--- config.mk ---
export PLATFORM = sky130hd
export DESIGN_NAME = serial_word_tx
export DESIGN_NICKNAME = d
export VERILOG_FILES = /design/src/rtl/serial_pkg.sv /design/src/rtl/tx_gap_counter.sv /design/src/rtl/serial_word_tx.sv
export SDC_FILE = /design/constraint.sdc
export NUM_CORES = 1
export LEC_CHECK = 0
export ABC_AREA = 0
export CAP_MARGIN = 20
export CORE_UTILIZATION = 44
export CTS_CLUSTER_SIZE = 28
export DETAILED_ROUTE_END_ITERATION = 10
export GPL_ROUTABILITY_DRIVEN = 0
export PLACE_DENSITY = 0.68
export SYNTH_ARGS = -nofsm -noshare
export SYNTH_HDL_FRONTEND = slang
export SYNTH_SLANG_ARGS = --single-unit
--- constraint.sdc ---
create_clock -name clk_2 -period 3.3 [get_ports clk_2]
set_input_delay 0.33 -clock clk_2 [delete_from_list [all_inputs] [get_ports clk_2]]
set_output_delay 0.33 -clock clk_2 [all_outputs]
set_load 0.05 [all_outputs]
--- src/rtl/serial_pkg.sv ---
// Shared definitions for the serial word transmitter: FSM state encoding,
// default geometry and small elaboration-time helpers.
package serial_pkg;

  // Transmitter FSM states
  typedef enum logic [1:0] {
    IDLE  = 2'd0,
    SHIFT = 2'd1,
    GAP   = 2'd2
  } tx_state_e;

  // Default word width and inter-frame idle gap
  localparam int DEFAULT_NBITS      = 8;
  localparam int DEFAULT_GAP_CYCLES = 2;

  // Width of the gap down-counter; it only has to hold GAP_CYCLES-1
  function automatic int gap_cnt_width(input int gaps);
    if (gaps > 2) begin
      return $clog2(gaps);
    end else begin
      return 1;
    end
  endfunction

  // Value loaded into the gap counter so it reaches zero on the last gap cycle
  function automatic int gap_load_value(input int gaps);
    if (gaps > 0) begin
      return gaps - 1;
    end else begin
      return 0;
    end
  endfunction

endpackage

--- src/rtl/tx_gap_counter.sv ---
// Loadable down-counter with a terminal-count flag, used to time the idle gap
// between frames. The counter saturates at zero; tc is high while it is zero.
module tx_gap_counter #(
  parameter int WIDTH = 2
) (
  input  logic             clk_2,
  input  logic             reset,
  input  logic             load,
  input  logic [WIDTH-1:0] load_val,
  input  logic             en,
  output logic             tc
);

  localparam logic [WIDTH-1:0] CNT_ZERO = {WIDTH{1'b0}};
  localparam logic [WIDTH-1:0] CNT_ONE  = WIDTH'(1);

  logic [WIDTH-1:0] count_r;

  // Load takes priority; otherwise count down while enabled, holding at zero
  always_ff @(posedge clk_2 or negedge reset) begin
    if (!reset) begin
      count_r <= CNT_ZERO;
    end else if (load) begin
      count_r <= load_val;
    end else if (en && (count_r != CNT_ZERO)) begin
      count_r <= count_r - CNT_ONE;
    end else begin
      count_r <= count_r;
    end
  end

  assign tc = (count_r == CNT_ZERO);

endmodule

--- src/rtl/serial_word_tx.sv ---
// Parallel-to-serial word transmitter. A word captured on an accepted start is
// sent LSB-first, one bit per clk_2 cycle, followed by an optional idle gap and
// optional retransmission of the held word. Status outputs feed debug LEDs/LCD.
module serial_word_tx
  import serial_pkg::*;
#(
  parameter int NBITS      = DEFAULT_NBITS,
  parameter int GAP_CYCLES = DEFAULT_GAP_CYCLES
) (
  input  logic                     clk_2,
  input  logic                     reset,
  input  logic [NBITS-1:0]         data_in,
  input  logic                     start,
  input  logic                     repeat_en,
  output logic                     serial_out,
  output logic                     bit_valid,
  output logic                     busy,
  output logic                     done,
  output logic [$clog2(NBITS)-1:0] bit_idx,
  output logic [7:0]               frames_sent
);

  localparam int IDX_W = $clog2(NBITS);
  localparam int GAP_W = gap_cnt_width(GAP_CYCLES);
  localparam bit HAS_GAP = (GAP_CYCLES > 0);

  localparam logic [IDX_W-1:0] LAST_IDX = IDX_W'(NBITS - 1);
  localparam logic [IDX_W-1:0] IDX_ZERO = {IDX_W{1'b0}};
  localparam logic [IDX_W-1:0] IDX_ONE  = IDX_W'(1);
  localparam logic [GAP_W-1:0] GAP_LOAD = GAP_W'(gap_load_value(GAP_CYCLES));
  localparam logic [NBITS-1:0] WORD_ZERO = {NBITS{1'b0}};

  tx_state_e        state_r;
  // shift_reg_r holds the bits not yet driven onto serial_out; the bit on the
  // line lives in serial_out_r so the output stays a plain flop.
  logic [NBITS-1:0] shift_reg_r;
  logic [NBITS-1:0] hold_reg_r;
  logic             serial_out_r;
  logic             bit_valid_r;
  logic             busy_r;
  logic             done_r;
  logic [IDX_W-1:0] bit_idx_r;
  logic [7:0]       frames_sent_r;

  logic             last_bit_s;
  logic             gap_load_s;
  logic             gap_en_s;
  logic             gap_tc_s;

  // Gap timer controls: load on the final frame bit, count while in GAP
  always_comb begin
    last_bit_s = 1'b0;
    gap_load_s = 1'b0;
    gap_en_s   = 1'b0;
    if (state_r == SHIFT) begin
      last_bit_s = (bit_idx_r == LAST_IDX);
      gap_load_s = last_bit_s && HAS_GAP;
    end else if (state_r == GAP) begin
      gap_en_s = 1'b1;
    end else begin
      gap_en_s = 1'b0;
    end
  end

  tx_gap_counter #(
    .WIDTH (GAP_W)
  ) u_gap_counter (
    .clk_2    (clk_2),
    .reset    (reset),
    .load     (gap_load_s),
    .load_val (GAP_LOAD),
    .en       (gap_en_s),
    .tc       (gap_tc_s)
  );

  // Transmit FSM with registered outputs, word registers and frame counter
  always_ff @(posedge clk_2 or negedge reset) begin
    if (!reset) begin
      state_r       <= IDLE;
      shift_reg_r   <= WORD_ZERO;
      hold_reg_r    <= WORD_ZERO;
      serial_out_r  <= 1'b0;
      bit_valid_r   <= 1'b0;
      busy_r        <= 1'b0;
      done_r        <= 1'b0;
      bit_idx_r     <= IDX_ZERO;
      frames_sent_r <= 8'd0;
    end else begin
      done_r <= 1'b0;
      case (state_r)
        IDLE: begin
          if (start) begin
            // Bit 0 goes straight onto the line at the accepting edge
            hold_reg_r   <= data_in;
            shift_reg_r  <= data_in >> 1;
            serial_out_r <= data_in[0];
            bit_valid_r  <= 1'b1;
            busy_r       <= 1'b1;
            bit_idx_r    <= IDX_ZERO;
            state_r      <= SHIFT;
          end else begin
            serial_out_r <= 1'b0;
            bit_valid_r  <= 1'b0;
            busy_r       <= 1'b0;
            bit_idx_r    <= IDX_ZERO;
            state_r      <= IDLE;
          end
        end

        SHIFT: begin
          if (last_bit_s) begin
            done_r        <= 1'b1;
            frames_sent_r <= frames_sent_r + 8'd1;
            if (HAS_GAP) begin
              serial_out_r <= 1'b0;
              bit_valid_r  <= 1'b0;
              busy_r       <= 1'b1;
              bit_idx_r    <= IDX_ZERO;
              state_r      <= GAP;
            end else if (repeat_en) begin
              // Back-to-back retransmission: no idle bit between frames
              shift_reg_r  <= hold_reg_r >> 1;
              serial_out_r <= hold_reg_r[0];
              bit_valid_r  <= 1'b1;
              busy_r       <= 1'b1;
              bit_idx_r    <= IDX_ZERO;
              state_r      <= SHIFT;
            end else begin
              serial_out_r <= 1'b0;
              bit_valid_r  <= 1'b0;
              busy_r       <= 1'b0;
              bit_idx_r    <= IDX_ZERO;
              state_r      <= IDLE;
            end
          end else begin
            shift_reg_r  <= shift_reg_r >> 1;
            serial_out_r <= shift_reg_r[0];
            bit_valid_r  <= 1'b1;
            busy_r       <= 1'b1;
            bit_idx_r    <= bit_idx_r + IDX_ONE;
            state_r      <= SHIFT;
          end
        end

        GAP: begin
          if (gap_tc_s) begin
            if (repeat_en) begin
              shift_reg_r  <= hold_reg_r >> 1;
              serial_out_r <= hold_reg_r[0];
              bit_valid_r  <= 1'b1;
              busy_r       <= 1'b1;
              bit_idx_r    <= IDX_ZERO;
              state_r      <= SHIFT;
            end else begin
              serial_out_r <= 1'b0;
              bit_valid_r  <= 1'b0;
              busy_r       <= 1'b0;
              bit_idx_r    <= IDX_ZERO;
              state_r      <= IDLE;
            end
          end else begin
            serial_out_r <= 1'b0;
            bit_valid_r  <= 1'b0;
            busy_r       <= 1'b1;
            bit_idx_r    <= IDX_ZERO;
            state_r      <= GAP;
          end
        end

        default: begin
          // Unreachable encoding: return to a safe idle line
          serial_out_r <= 1'b0;
          bit_valid_r  <= 1'b0;
          busy_r       <= 1'b0;
          bit_idx_r    <= IDX_ZERO;
          state_r      <= IDLE;
        end
      endcase
    end
  end

  assign serial_out  = serial_out_r;
  assign bit_valid   = bit_valid_r;
  assign busy        = busy_r;
  assign done        = done_r;
  assign bit_idx     = bit_idx_r;
  assign frames_sent = frames_sent_r;

endmodule

Word level (Yosys, flattened, before mapping). Cells that the tools add are included.

Equal/unequal tests: 7. Mux-type cells: 31. Reduce and logical (&&, ||, !) cells: 7. Add/sub/neg operators: 3.

Operators by type and width (number): two-way mux 8 bit (4); case mux 8 bit (3 select lines) (1); two-way mux 1 bit (18); case mux 1 bit (3 select lines) (3); adder 8 x 1 -> 8 bit (second input constant) (1); != test 2 bit (second input constant) (4); two-way mux 3 bit (2); case mux 2 bit (3 select lines) (1); AND reduction 5 bit (1); two-way mux 2 bit (2); AND reduction 2 bit (2); adder 3 x 1 -> 3 bit (second input constant) (1); equality test 3 bit (second input constant) (1); nonzero test 3 bit (1); equality test 2 x 1 -> 1 bit (second input constant) (1); equality test 2 bit (second input constant) (1); logical NOT 2 bit (1); nonzero test 2 bit (1); logical AND 1 bit (1); subtractor 1 bit (second input constant) (1).

Flip-flop bits (word level): 34. Input port bits: 12. Word-level logic and storage cells: 58.

Logic depth before layout (Yosys ltp). Gate-level depths: netlist of the first run.

Depth after elaboration: 6. Depth in mapped cells: 7. Gate-level depth less buffers: 6.

Hierarchy. A second synthesis of the first run with hierarchy kept.

Cell total of the unflattened synthesis: 128. Area, all modules: 1477.7 um2.

By module, submodules not included: serial_word_tx (seq. area each 775.7 um2, times used 1, cells an instance 124, area an instance 1432.6 um2); tx_gap_counter (seq. area each 25.0 um2, times used 1, cells an instance 4, area an instance 45.0 um2).

Worst setup path after synthesis of the first run. No wires, ideal clock.

Path type: reg-to-reg. Start point: register state_r[0]. End point: register shift_reg_r[0]. Setup slack: 1.023 ns. Data arrival time: 2.152 ns. Setup time: 0.125 ns. Period minus slack after synthesis: 2.277 ns. Stages on the path, launching flop included: 6. Cells stage by stage: dfrtp_1 -> inv_1 -> ha_1 -> a22o_1 -> a2111oi_4 -> mux2_2.

Longest elaborated chain between the ends: 4.

RTL lines: start: declaration (line serial_word_tx.sv:33) `tx_state_e state_r;`; start signal: assignment (line serial_word_tx.sv:79) `state_r <= IDLE;`; start signal: assignment (line serial_word_tx.sv:100) `state_r <= SHIFT;`; start signal: assignment (line serial_word_tx.sv:106) `state_r <= IDLE;`; equality test 2 x 1 -> 1 bit (line serial_word_tx.sv:55, serial_word_tx.sv:90); two-way mux 1 bit (line serial_word_tx.sv:55) `if (state_r == SHIFT) begin`; != test 2 bit (no line); AND reduction 5 bit (no line); end signal: assignment (line serial_word_tx.sv:95) `shift_reg_r <= data_in >> 1;`; end signal: assignment (line serial_word_tx.sv:122) `shift_reg_r <= hold_reg_r >> 1;`; end signal: assignment (line serial_word_tx.sv:136) `shift_reg_r <= shift_reg_r >> 1;`; end: declaration (line serial_word_tx.sv:36) `logic [NBITS-1:0] shift_reg_r;`.

Several ways; a longest one is shown, not always the timed one. A chain may end at the register's enable or synchronous reset.

Worst setup path after layout of the first run.
Start point: register state_r[0]. End point: register shift_reg_r[6].

Same word-level chain as after synthesis.

==> flow_metrics.tcl, run 1 <==
set metrics [dict create \
    grt_usage_pct 17.03 \
    yosys.area_share.simple_pct 9.710 \
    synth_mux_area_share_pct 11.50 \
    p_leak_nw 0.8195 \
    first_pass_iters 5 \
    syn_avg_cell_area_um2 12.04 \
    fp.dieH_um 59.78 \
    dieArea_mm2 0.003574 \
    cts_hold_buf 0 \
    grt_pass1_vias 938 \
    grt_setup_unrepaired "no" \
    cp.arrival_ns 2.48 \
    drc 0 \
    layout-drive-gt1-share_pct 15.03 \
    finalCritPeriodShare_pct 68.58 \
    report.final.slew_viol_count 0 \
    p_int_w 0.0009294 \
    routed_wl_um 2614 \
    r2r-end "shift_reg_r[6]" \
    drt.antenna.violating_nets 0 \
    dp_hpwl_um 1833 \
    postCtsSetupBuffers 0 \
    setup-tns-final_ns 0 \
    synth_area_mm2 0.001469 \
    synthAdderAreaFrac_pct 6.814 \
    htreeDepth 2 \
    ys_ff_latch 32 \
    cts_tree "built" \
    ctsLongestPathBuffers 2 \
    viasPerCell 5.071 \
    fmax_mhz 441.9 \
    power.share.clock_pct 13.1 \
    grt_overflow 0 \
    tightest_slew_ns 0.5731 \
    area_growth_pct 24.36 \
    synthCells 122 \
    syn_nets 142 \
    rr_worst_depth 5 \
    clock-sinks 32 \
    vdd_drop_max_mv 0.3823 \
    synth_top_family_by_area "multiplexers" \
    yosysTopAreaCell "dfrtp_1" \
    synth-compound-area-share_pct 10.99 \
    status "completed" \
    initial_core_util_pct 47.34 \
    finalCriticalPeriod_ns 2.263 \
    cts_buffers 5 \
    antenna_cells 0 \
    grt_max_degree 33 \
    cp-start-kind "register" \
    synth_warnings 0 \
    crit_start "state_r[0]" \
    r2r_slack_ns 1.04 \
    finalNetCount 173 \
    wl_per_cell_um 13.27 \
    drt_iter0_drc 32 \
    path_class "register to register" \
    p_sw_share_pct 39.28 \
    synth-seq-area-share_pct 54.51 \
    cts_resized 0 \
    io_buffer_count 26 \
    power_density_mw_per_mm2 837.9 \
    ios 27 \
    setup-violations-final 0 \
    grt_pass1_wl_um 4298 \
    netSwitchingPower_w 0.0006012 \
    antenna_found_initial 0 \
    slew_headroom_pct 61.80 \
    p_seq_share_pct 41.4 \
    vias 999 \
    final_hold_viol_count 0 \
    final_cell_area_mm2 0.001827 \
    path_clk_slew_ns 0.10 \
    synth_cell_types 24 \
    reg2reg_from "state_r[0]" \
    rows 20 \
    min_path_type "input port to async pin" \
    synth_xor_area_share_pct 4.174 \
    end_kind "register" \
    combPwrFrac_pct 45.5 \
    cap_viol_max_count 0 \
    worst-path-max-fanout 12 \
    clk_latency_ns 0.33 \
    core_area_mm2 0.003103 \
    fin_skew_ns 0.01460 \
    fp.dieW_um 59.78 \
    cts-root-buf "clkbuf_4" \
    postPlaceCellArea_mm2 0.001780 \
    synth_area_leaders "dfrtp_1, mux2_2, ha_1" \
    required_ns 3.52 \
    netlist.area_leader.share_pct 54.51 \
]
## placed cells by master (no fill, tap or decap), types with 5 or more instances in the layout
master,count
clkdlybuf4s50_1,26
mux2_2,15
clkbuf_4,5
dfrtp_1,32
xnor2_1,6
ha_1,8
nor2_1,7
a22oi_1,6
nand2_1,6
inv_1,5
a21oi_1,9
## cells by family after synthesis
logic type / count (synthesis)
AND/OR/NAND/NOR: 28
adder cells (fa/ha/maj): 8
AO/OA/AOI/OAI: 23
XOR/XNOR: 7
flip-flops: 32
multiplexers: 15
buffers and inverters: 9
## critical path, cell delays in order, from the launching register on
cell and delay (ns):
dfrtp_1 0.42, inv_1 0.10, ha_1 0.35, a22o_1 0.30
a2111oi_4 0.59, mux2_2 0.40
## synth_stat cells
master	number
a2111oi_4	1
a21oi_1	9
a22o_1	1
a22oi_1	6
a31oi_1	1
a32oi_1	1
and2_1	2
and3_1	3
and4_1	1
clkbuf_1	3
clkinv_1	1
dfrtp_1	32
ha_1	8
inv_1	5
mux2_2	15
nand2_1	6
nand2b_1	1
nand3_1	2
nand4_1	3
nor2_1	7
nor2b_1	3
o21ai_0	4
xnor2_1	6
xor2_1	1
## sequential cells by signal, summed over array words and instances, names as in the netlist
register,cells
serial_out,1
state_r,2
bit_idx,3
busy,1
frames_sent,8
hold_reg_r,8
shift_reg_r,7
u_gap_counter.count_r,1
done,1
## how the worst max path moves through the flow
stage               slack, ns  cells past startpoint             end
floorplan                1.02                      5  shift_reg_r[0]
global placement         1.12                      5  shift_reg_r[0]
detailed placement       1.05                      5  shift_reg_r[6]
CTS                      1.03                      5  shift_reg_r[6]
global route             0.90                      5  shift_reg_r[6]
finish                   1.04                      5  shift_reg_r[6]
## routing by layer
metal	vias to the layer above	global-route usage, %	wire length, um
met5	-	0	0
met4	0	9.967	37
met3	6	6.710	129
met2	25	25.56	1247
met1	480	20.67	1199
li1	488	-	-
## metrics by stage
step	utilization, %	power (W)	setup slack [ns]	hold slack, ns	instances
detailed placement	57.38	0.001342	1.047	0.4588	190
CTS	58.87	0.001551	1.029	0.3724	197
floorplan	-	0.001137	1.023	0.03441	122
global placement	57.38	0.001323	1.124	0.4590	190
finish	58.87	0.001531	1.037	0.3823	197
global route	58.87	0.001645	0.9014	0.4063	197
## cell type report
class	instances	area [um^2]
multi-input cells	81	634.4
well taps	44	55.05
repair buffers	27	267.8
inverters	6	22.52
fillers	288	1276
flip-flops and latches	32	800.8
clock buffers	6	41.29
clock inverters	1	5.005
## power groups by stage
stage / clock network [W] / logic (W) / registers (W)
detailed placement: 0 / 0.000701 / 0.000641
CTS: 0.000214 / 0.000704 / 0.000633
floorplan: 0 / 0.000350 / 0.000786
finish: 0.000201 / 0.000697 / 0.000633
global route: 0.000230 / 0.000766 / 0.000649
global placement: 0 / 0.000688 / 0.000635
Note: power is estimated with default switching activity, not from simulation.
==> run 2: changes to the inputs <==
Clock period 3.3 ns to 2.3 ns, I/O delays scaled along.
==> run 2 against run 1 <==
Against the previous run:
- fmax up 9.1%
- non-clock buffer count rose by 3
- highest routed layer unchanged
- global-route usage increased by 0.55 points
- die area did not move
- first-iteration DRC count up 19%
- utilization is 1.2 points higher
- critical endpoint is now shift_reg_r[3]
==> flow_metrics.tcl, run 2 (synthesis gave the netlist of run 1 again) <==
set metrics [dict create \
    antenna_cells 0 \
    ios 27 \
    crit_end "shift_reg_r[3]" \
    vdd_drop_max_mv 0.4607 \
    drc 0 \
    ctsLongestPathBuffers 2 \
    rows 20 \
    fp.dieH_um 59.78 \
    dpl_worst_slack_ns 0.2517 \
    grt_overflow 0 \
    fin_util_pct 60.08 \
    dp_hpwl_um 1991 \
    cts_hold_buf 0 \
    report.final.slew_viol_count 0 \
    cts_buffers 5 \
    htreeDepth 2 \
    met3_length_um 133 \
    fin_cells 201 \
    fp.dieW_um 59.78 \
    first_pass_iters 4 \
    wl_per_cell_um 13.77 \
    p_leak_nw 0.8438 \
    path_clk_slew_ns 0.11 \
    dieArea_mm2 0.003574 \
    final_common_cell "dfrtp_1" \
    cp-start-kind "register" \
    reg2reg_from "bit_idx[0]" \
    rr_worst_depth 6 \
    fmax_mhz 482.2 \
    clock-sinks 32 \
    grt_setup_unrepaired "no" \
    layout-drive-gt1-share_pct 17.83 \
    final_hold_viol_count 0 \
    drt_iter0_drc 38 \
    wl_met2_um 1381 \
    top_layer "met4" \
    routed_wl_um 2768 \
    status "completed" \
    worst-path-max-fanout 7 \
    vias 1034 \
    cts-root-buf "clkbuf_4" \
    r2r_slack_ns 0.23 \
    min_path_type "input port to async pin" \
    wl_met1_um 1217 \
    area_growth_pct 26.92 \
    finalNetCount 176 \
    finalCritPeriodShare_pct 90.17 \
    r2r-end "shift_reg_r[3]" \
    tightest_slew_ns 0.5051 \
    grt_pass1_vias 1030 \
    postCtsSetupBuffers 0 \
    setup-violations-final 0 \
    setup-tns-final_ns 0 \
    cts_resized 0 \
    cts_tree "built" \
    initial_core_util_pct 47.34 \
    layout_common_cells "dfrtp_1, clkdlybuf4s50_1, mux2_2, a21oi_1, ha_1" \
    cap_viol_max_count 0 \
    setup_ws_ns 0.2260 \
    slew_headroom_pct 66.22 \
    drt.antenna.violating_nets 0 \
    cp.arrival_ns 2.31 \
    grt_usage_pct 17.58 \
    grt_pass1_wl_um 4505 \
    fin_skew_ns 0.01012 \
    end_kind "register" \
    clk_latency_ns 0.35 \
    power_density_mw_per_mm2 1228 \
    core_area_mm2 0.003103 \
    crit_start "bit_idx[0]" \
    required_ns 2.53 \
    viasPerCell 5.144 \
    io_buffer_count 26 \
    path_class "register to register" \
    antenna_found_initial 0 \
    grt_max_degree 33 \
    finalCriticalPeriod_ns 2.074 \
    place_inst 193 \
]
run 2: changes by cell type in the layout (fill, tap and decap cells not counted), sizes merged:
cell    change
buf         +3
clkinv      +1
run 2: metrics by stage:
| stage | instance area (um^2) | total power [W] | hold slack, ns |
|---|---|---|---|
| floorplan | 1469 | 0.001631 | -0.06559 |
| global placement | 1803 | 0.001923 | 0.4437 |
| detailed placement | 1803 | 0.001960 | 0.4670 |
| CTS | 1864 | 0.002307 | 0.2761 |
| global route | 1864 | 0.002430 | 0.2859 |
| finish | 1864 | 0.002288 | 0.2620 |
run 2: how the worst min path moves through the flow:
stage | start | endpoint | slack, ns | cells past startpoint
after floorplan | reset | bit_idx[0] | -0.07 | 0
after global placement | bit_idx[0] | bit_idx[0] | 0.44 | 1
after detailed placement | bit_idx[0] | bit_idx[0] | 0.47 | 1
after CTS | reset | frames_sent[5] | 0.28 | 2
after global routing | reset | state_r[1] | 0.29 | 2
final | reset | state_r[1] | 0.26 | 2
run 2: layout make-up:
class	count	area [um^2]
multi-input combinational	81	634.4
tap	44	55.05
clock inverter	2	10.01
fill	281	1239
timing repair buffer	30	290.3
inverter	6	22.52
sequential	32	800.8
clock buffer	6	51.30
run 2: power breakdown:
group | total (W) | switching (W) | leakage, nW | internal, W
clock | 0.000346 | 0.000201 | 0.0380 | 0.000145
sequential | 0.000906 | 0.000128 | 0.399 | 0.000778
combinational | 0.00104 | 0.000576 | 0.406 | 0.000461
total | 0.00229 | 0.000905 | 0.844 | 0.00138
run 2: worst max-delay path: stages, from the launching register on:
cell and delay [ns]:
dfrtp_1 0.42, ha_1 0.21, ha_1 0.22, a22o_1 0.23, a2111oi_4 0.32, buf_4 0.21
mux2_2 0.34
run 2: per-layer routing:
layer	track usage, %	vias up
li1	-	495
met5	0	-
met1	19.53	513
met2	29.68	21
met3	6.710	5
met4	7.973	0
